File: config.mk
export PLATFORM = sky130hd
export DESIGN_NAME = spi_target
export DESIGN_NICKNAME = d
export VERILOG_FILES = /design/src/rtl/spi_target.sv
export SDC_FILE = /design/constraint.sdc
export NUM_CORES = 1
export LEC_CHECK = 0
export CORE_MARGIN = 1.5
export CORE_UTILIZATION = 52
export CTS_CLUSTER_SIZE = 14
export DETAILED_ROUTE_END_ITERATION = 12
export GPL_ROUTABILITY_DRIVEN = 0
export PLACE_DENSITY = 0.9
export SYNTH_ARGS = -nofsm -noshare
export SYNTH_HDL_FRONTEND = slang
export SYNTH_SLANG_ARGS = --single-unit
File: constraint.sdc
create_clock -name clk -period 2.1 [get_ports clk]
set_clock_uncertainty 0.1 [all_clocks]
set_input_delay 0.42 -clock clk [delete_from_list [all_inputs] [get_ports clk]]
set_output_delay 0.42 -clock clk [all_outputs]
set_load 0.05 [all_outputs]
File: src/rtl/spi_target.sv
// spi_target: mode-0 SPI target port, fully oversampled in the clk domain.
// One-byte TX holding register, RX byte register and sticky error flags.
module spi_target #(
  parameter int         SYNC_STAGES = 2,
  parameter logic [7:0] IDLE_BYTE   = 8'hFF
) (
  input  logic       clk,
  input  logic       reset,
  input  logic       spi_sck,
  input  logic       spi_ss_n,
  input  logic       spi_sdi,
  output logic       spi_sdo,
  output logic       spi_sdo_en,
  input  logic [7:0] tx_data,
  input  logic       tx_valid,
  output logic       tx_ready,
  output logic [7:0] rx_data,
  output logic       rx_valid,
  input  logic       rx_ack,
  output logic       selected,
  output logic       underrun,
  output logic       overrun,
  input  logic       clear_flags
);

  localparam int LAST = SYNC_STAGES - 1;

  typedef enum logic {
    IDLE   = 1'b0,
    ACTIVE = 1'b1
  } state_t;

  state_t state_q, state_d;

  logic [LAST:0] sck_sync_q, sck_sync_d;
  logic [LAST:0] ss_sync_q, ss_sync_d;
  logic [LAST:0] sdi_sync_q, sdi_sync_d;
  logic          sck_last_q, ss_last_q;

  logic       sck_s, ss_s, sdi_s;
  logic       sck_rise, sck_fall;
  logic       ss_rise, ss_fall;

  logic [7:0] hold_q, hold_d;
  logic       hold_full_q, hold_full_d;
  logic [7:0] tx_shift_q, tx_shift_d;
  logic [6:0] rx_shift_q, rx_shift_d;
  logic [2:0] bit_cnt_q, bit_cnt_d;
  logic       pend_q, pend_d;
  logic [7:0] rx_data_q, rx_data_d;
  logic       rx_valid_q, rx_valid_d;
  logic       underrun_q, underrun_d;
  logic       overrun_q, overrun_d;

  logic       active;
  logic       accept;
  logic       load_sel, load_next, load;
  logic       bit_rise, complete;
  logic       set_underrun, set_overrun;
  logic [7:0] rx_byte;

  // Synchroniser shift chains; new pin value enters at bit 0.
  always_comb begin
    sck_sync_d = {sck_sync_q[LAST-1:0], spi_sck};
    ss_sync_d  = {ss_sync_q[LAST-1:0], spi_ss_n};
    sdi_sync_d = {sdi_sync_q[LAST-1:0], spi_sdi};
  end

  // Synchronised levels and single-cycle edge pulses.
  always_comb begin
    sck_s    = sck_sync_q[LAST];
    ss_s     = ss_sync_q[LAST];
    sdi_s    = sdi_sync_q[LAST];
    sck_rise = sck_s & ~sck_last_q;
    sck_fall = ~sck_s & sck_last_q;
    ss_fall  = ~ss_s & ss_last_q;
    ss_rise  = ss_s & ~ss_last_q;
  end

  // Event decode shared by the datapath processes.
  always_comb begin
    active    = (state_q == ACTIVE);
    accept    = tx_valid & ~hold_full_q;
    load_sel  = ~active & ss_fall;
    load_next = active & ~ss_rise & sck_fall & pend_q;
    load      = load_sel | load_next;
    bit_rise  = active & ~ss_rise & sck_rise;
    complete  = bit_rise & (bit_cnt_q == 3'd7);
    rx_byte   = {rx_shift_q, sdi_s};
  end

  // Next-state logic: select edges move between IDLE and ACTIVE.
  always_comb begin
    state_d = state_q;
    unique case (state_q)
      IDLE:    if (ss_fall) state_d = ACTIVE;
      ACTIVE:  if (ss_rise) state_d = IDLE;
      default: state_d = IDLE;
    endcase
  end

  // Holding register: capture when empty, drain on a TX load.
  always_comb begin
    hold_d      = hold_q;
    hold_full_d = hold_full_q;
    if (load && hold_full_q) begin
      hold_full_d = 1'b0;
    end else if (accept && !load) begin
      hold_d      = tx_data;
      hold_full_d = 1'b1;
    end
  end

  // TX shifter: load (hold, forwarded byte or idle fill), else shift on fall.
  always_comb begin
    tx_shift_d   = tx_shift_q;
    set_underrun = 1'b0;
    if (load) begin
      if (hold_full_q) begin
        tx_shift_d = hold_q;
      end else if (accept) begin
        tx_shift_d = tx_data;
      end else begin
        tx_shift_d   = IDLE_BYTE;
        set_underrun = 1'b1;
      end
    end else if (active && sck_fall) begin
      tx_shift_d = {tx_shift_q[6:0], 1'b1};
    end
  end

  // Bit counter, RX shifter and the reload-pending marker.
  always_comb begin
    bit_cnt_d  = bit_cnt_q;
    pend_d     = pend_q;
    rx_shift_d = rx_shift_q;
    if (!active || ss_rise) begin
      bit_cnt_d = 3'd0;
      pend_d    = 1'b0;
    end else begin
      if (bit_rise) begin
        bit_cnt_d  = bit_cnt_q + 3'd1;
        rx_shift_d = rx_byte[6:0];
        if (bit_cnt_q == 3'd7) pend_d = 1'b1;
      end
      if (load_next) pend_d = 1'b0;
    end
  end

  // RX byte register; the newest completed byte always wins.
  always_comb begin
    rx_data_d   = rx_data_q;
    rx_valid_d  = rx_valid_q & ~rx_ack;
    set_overrun = complete & rx_valid_q & ~rx_ack;
    if (complete) begin
      rx_data_d  = rx_byte;
      rx_valid_d = 1'b1;
    end
  end

  // Sticky flags; clearing beats a same-cycle set.
  always_comb begin
    underrun_d = ~clear_flags & (underrun_q | set_underrun);
    overrun_d  = ~clear_flags & (overrun_q | set_overrun);
  end

  // FSM state register.
  always_ff @(posedge clk or posedge reset) begin
    if (reset) begin
      state_q <= IDLE;
    end else begin
      state_q <= state_d;
    end
  end

  // Synchronisers preset to an idle bus: sck low, select released.
  always_ff @(posedge clk or posedge reset) begin
    if (reset) begin
      sck_sync_q <= '0;
      ss_sync_q  <= '1;
      sdi_sync_q <= '0;
      sck_last_q <= 1'b0;
      ss_last_q  <= 1'b1;
    end else begin
      sck_sync_q <= sck_sync_d;
      ss_sync_q  <= ss_sync_d;
      sdi_sync_q <= sdi_sync_d;
      sck_last_q <= sck_s;
      ss_last_q  <= ss_s;
    end
  end

  // Datapath registers.
  always_ff @(posedge clk or posedge reset) begin
    if (reset) begin
      hold_q      <= 8'h00;
      hold_full_q <= 1'b0;
      tx_shift_q  <= IDLE_BYTE;
      rx_shift_q  <= 7'h00;
      bit_cnt_q   <= 3'd0;
      pend_q      <= 1'b0;
      rx_data_q   <= 8'h00;
      rx_valid_q  <= 1'b0;
      underrun_q  <= 1'b0;
      overrun_q   <= 1'b0;
    end else begin
      hold_q      <= hold_d;
      hold_full_q <= hold_full_d;
      tx_shift_q  <= tx_shift_d;
      rx_shift_q  <= rx_shift_d;
      bit_cnt_q   <= bit_cnt_d;
      pend_q      <= pend_d;
      rx_data_q   <= rx_data_d;
      rx_valid_q  <= rx_valid_d;
      underrun_q  <= underrun_d;
      overrun_q   <= overrun_d;
    end
  end

  // Pad and status outputs, all straight from flops.
  always_comb begin
    spi_sdo    = active ? tx_shift_q[7] : 1'b1;
    spi_sdo_en = active;
    selected   = active;
    tx_ready   = ~hold_full_q;
    rx_data    = rx_data_q;
    rx_valid   = rx_valid_q;
    underrun   = underrun_q;
    overrun    = overrun_q;
  end

endmodule

# == After elaboration in Yosys (flattened, before gate mapping) ==
# Index checks and enable logic that the tools add are counted.
# totals
in_bits,16
output_inout_bits,15
word_cells,82
register_bits,48
# op_classes
n_reduce_logical,14
eq_ne,1
addsub,1
mux,20
bitwise_logic,30
# op_table
operator,count
$mux W8,4
$and A1 B1 Y1,16
$mux W1,13
$not A1 Y1,11
$mux W3,2
$reduce_and A2 Y1,3
$reduce_bool A2 Y1,3
$reduce_bool A3 Y1,2
$add A3 B1 Y3 const B,1
$eq A3 B3 Y1 const B,1
$logic_and A1 B1 Y1,3
$or A1 B1 Y1,3
$logic_not A1 Y1,2
$pmux W1 S2,1
$logic_or A1 B1 Y1,1

# == Longest topological paths before layout ==
# logic_depth
ltp_word,11
mapped_depth,6
mapped_depth_nobuf,5

# == Worst setup path before layout ==
# No wires, ideal clock.
# synth_path
path_type,flip-flop to flip-flop
from,"reg state_q, in the netlist selected"
to,reg hold_q[0]
required_ns,1.875
setup_slack_ns,0.002
period_less_slack_ns,2.098
setup_time_ns,0.125
arrival_ns,1.874
stages_incl_launch_ff,6
path_buffers,1
cell_sequence,dfrtp_1 -> buf_4 -> nor3b_1 -> a41o_1 -> nor3b_4 -> mux2_2
# synth_between
elab_chain_len,7
elab_cells_between_ends,11
classes_between,bitwise (7); reduce/logical (4)
# synth_lines
element,line_no,text
from (decl),33,"state_t state_q, state_d;"
from (signal assigned),172,state_q <= state_d;
$and A1 B1 Y1 (3 in series),85,load_next = active & ~ss_rise & sck_fall & pend_q;
$or A1 B1 Y1 (*),86,load = load_sel | load_next;
$logic_not A1 Y1 or $logic_and A1 B1 Y1 (tied branches),"108, 106",
$logic_and A1 B1 Y1 or $not A1 Y1 (tied branches),n/a,
$reduce_and A2 Y1 (no line) (*),n/a,
to (signal assigned),207,hold_q <= hold_d;
to (decl),44,"logic [7:0] hold_q, hold_d;"
# Every way passes the cells marked *; elsewhere a longest branch is shown, timed or not.
# A chain may end at the register's enable or synchronous reset.

# == Worst setup path in the final report ==
# layout_path
from,"reg rx_data_q[6], in the netlist rx_data[6]"
to,out rx_data[6]
# layout_lines
element,line_no,text
from (decl),50,"logic [7:0] rx_data_q, rx_data_d;"
from (signal assigned),213,rx_data_q <= rx_data_d;
to (decl),17,"output logic [7:0] rx_data,"
# No word-level cell between the ends.

==> qor.csv <==
stage;metric;value;unit
clock_network;clock latency at the later pin of the worst-skew pair;0.29;ns
detailed_routing;drt drc;0;
synth;Ys Warns;0;
pwr;Comb power frac;19.6;%
detailed_routing;WL/cell;15.9;µm
clock_network;Clock Tree Root;clkbuf_8;
detailed_routing;Post-DRT Antenna Nets;0;
layout;layout cells sized above 1;28.8;%
timing;worst relative slew slack;64.8;%
clock_network;CTS buffer count;5;
setup_path;R2R depth;4;
detailed_routing;Routed WL;3.80;mm
pwr;clock share of power;24.2;%
timing;setup violators final;0;
floorplan;Die Span Y;64.9;µm
clock_network;CTS tree;yes;
layout;most common library cell in the layout ignoring fill and taps;dfrtp_1;
pwr;part of the power in registers;56.3;%
job;max-capacitance violation count;0;
clock_network;clock-pin transition on the worst setup and hold timing paths;0.08;ns
clock_network;# H-tree levels;2;
detailed_routing;mean number of vias per cell;5.32;
floorplan;Die W;64.9;µm
setup_path;CP Max Fanout;2;
floorplan;Die Area;4210;µm²
setup_path;RR Startpoint;ss_sync_q[1]$_DFF_PP1_;
layout;most frequent cells in the layout;dfrtp_1 (36), clkdlybuf4s50_1 (26), nor2_1 (23), mux2_2 (23);
setup_path;Worst Setup SP;rx_data[6]$_DFFE_PP0P_;
timing;Setup TNS;0;ns
pwr;Cell Pwr Density;921;nW/µm²
setup_path;Top Family by Delay on Critical Path;buffers and inverters;
detailed_routing;via count;1271;
setup_path;CP max stage delay;0.81;ns
placed_design;IO Port Bufs;30;
grt;vias in the first global route;1329;
synth;synthesized area;1990;µm²
synth;Main synth FF type;dfrtp_1;
setup_path;crit path max-delay cell type;clkdlybuf4s50_1;
detailed_routing;Starting DRT DRC Count;63;
pwr;internal power;1.65;mW
clock_network;clk buf depth;2;
setup_path;CP required;1.58;ns
synth;Yosys reg bits;48;
synth;synth unique cells;27;
timing;Period Utilization, post-route;95.4;%
timing;fmax;0.499;GHz
synth;share of the yosys chip area belonging to registers;61.0;%
synth;synth top area cells;dfrtp_1 (46%), dfstp_2 (15%), mux2_2 (13%);
setup_path;CP Depth;1;
grt;initial antenna violation count;0;
min_path;worst hold-check path type;register to register;
layout;Nets;208;
clock_network;Clock Sinks;48;
layout;Syn-to-layout area delta;22.6;%
setup_path;CP endpoint kind;primary output;
setup_path;crit path launch type;register;
setup_path;WP data arrival;1.48;ns
timing;RSZ-0062 raised after global routing;false;
layout;fin area;2440;µm²
setup_path;Cell Chain, Critical Path;clkdlybuf4s50_1;
setup_path;WS Path Type;register to primary output;
setup_path;worst setup path endpoint;rx_data[6];
floorplan;starting density of the core;54.4;%
grt;Tot GR Track Use;20.1;%
pwr;LEAKAGE;1.08;nW
grt;gr ovfl total;0;
detailed_routing;DR pass1 iterations;4;
synth;Async SR Flop Fraction;100;%
setup_path;Reg2Reg Capture Point;hold_q[7]$_DFFE_PP0P_;
placed_design;Final HPWL DP;2.82;mm
status;outcome;finished clean;
pwr;Sw Share;26.8;%
synth;syn_nets;172;
grt;pin count of the biggest net entering global routing;28;
timing;Slew @ Worst Pin;0.526;ns
timing;final hold violation count;0;
layout;# diodes;0;
synth;post-synth top area cell;dfrtp_1;
synth;Mapped Avg Cell Area;12.9;µm²
setup_path;Crit path buffers/inverters;1;
synth;cells after synthesis;154;
timing;Tmin final;2.00;ns
placed_design;DP Area;2350;µm²
floorplan;FP Rows;22;
setup_path;r2r setup slk;0.14;ns
timing;Pins Over Slew Limit;0;
floorplan;I/O Pins;31;
floorplan;Core Area;3660;µm²
pwr;Worst VDD drop;0.547;mV
synth;number of synthesized flops with an enable pin;0;
grt;first-pass GRT wire length;6.26;mm
pwr;Net Sw Power;602;µW
synth;top-area cell type share of the netlist area;46.5;%
-- cell families after synthesis --
group                      after synthesis  synth area share, %
adders and majority gates                2                 1.26
DFF                                     48                 61.0
AOI/OAI and AO/OA                       23                 7.47
and+or+nand+nor                         37                 9.55
buffers and inverters                   11                 2.76
xor gates and xnor gates                 1                0.440
muxes                                   32                 17.5
-- how the worst min path moves through the flow --
stage,slack (ns),end,cells past startpoint,start
2_1_floorplan,0.23,sck_sync_q[1]$_DFF_PP0_,0,sck_sync_q[0]$_DFF_PP0_
3_3_place_gp,0.24,sdi_sync_q[1]$_DFF_PP0_,0,sdi_sync_q[0]$_DFF_PP0_
3_5_place_dp,0.24,sdi_sync_q[1]$_DFF_PP0_,0,sdi_sync_q[0]$_DFF_PP0_
4_1_cts,0.26,sdi_sync_q[1]$_DFF_PP0_,0,sdi_sync_q[0]$_DFF_PP0_
5_1_grt,0.26,sdi_sync_q[1]$_DFF_PP0_,0,sdi_sync_q[0]$_DFF_PP0_
6_report,0.26,sdi_sync_q[1]$_DFF_PP0_,0,sdi_sync_q[0]$_DFF_PP0_
-- power by group through the flow --
stage               Sequential (mW)  Combinational (mW)  Clock, mW
floorplan                      1.24               0.333          0
global placement               1.26               0.416          0
detailed placement             1.28               0.441          0
CTS                            1.26               0.445      0.560
global route                   1.29               0.479      0.595
finish                         1.26               0.440      0.543
-- cells in the mapped netlist, types with 2 or more instances --
cell type and n:
dfrtp_1 37, mux2_2 23, nor2_1 23, a21oi_1 11
dfstp_2 11, mux2i_1 9, a2bb2oi_1 7, nand2_1 4
buf_4 3, inv_1 3, o21ai_0 3, buf_2 2
ha_1 2, nand2b_1 2, nor2b_1 2
-- sequential cells by signal (all words and copies together), names as in the netlist --
signal and flops:
hold_q 8, rx_data 8, tx_shift_q 8, rx_shift_q 7, bit_cnt_q 3, sck_sync_q 2, sdi_sync_q 2, ss_sync_q 2
hold_full_q 1, overrun 1, pend_q 1, rx_valid 1, sck_last_q 1, selected 1, ss_last_q 1, underrun 1
-- timing repair --
| item | in CTS | in global routing |
|---|---|---|
| resized for setup | 0 | 2 |
| endpoints found under the setup margin | 0 | 1 |
| endpoints found under the hold margin | 0 | 0 |
| setup buffers | 0 | 0 |
| hold buffers | 0 | 0 |
-- layout make-up --
class                      count  area (µm²)
timing repair buffer          36         335
inverter                       4        18.8
clock buffer                   8        90.1
sequential                    48        1220
tap                           48        60.1
multi-input combinational     95         722
fill                         273        1220
-- metrics by stage --
stage               cells  worst slack (ns)  hold WS [ns]  power, mW  utilization, %
floorplan             154           0.00161         0.231       1.57               -
global placement      231             0.214         0.237       1.67            64.1
detailed placement    231             0.153         0.242       1.72            64.1
CTS                   239            0.0311         0.258       2.27            66.6
global route          239            0.0331         0.262       2.36            66.7
finish                239            0.0966         0.256       2.25            66.7
-- routing by layer --
layer  vias to the layer above  global-route usage, %  share of wire, %
met5                         -                      0                 0
met2                        29                   33.5                50
li1                        602                      -                 -
met1                       634                   25.0                44
met4                         0                   6.38               1.6
met3                         6                   6.08               4.3
Power figures use the tool's default switching activity.
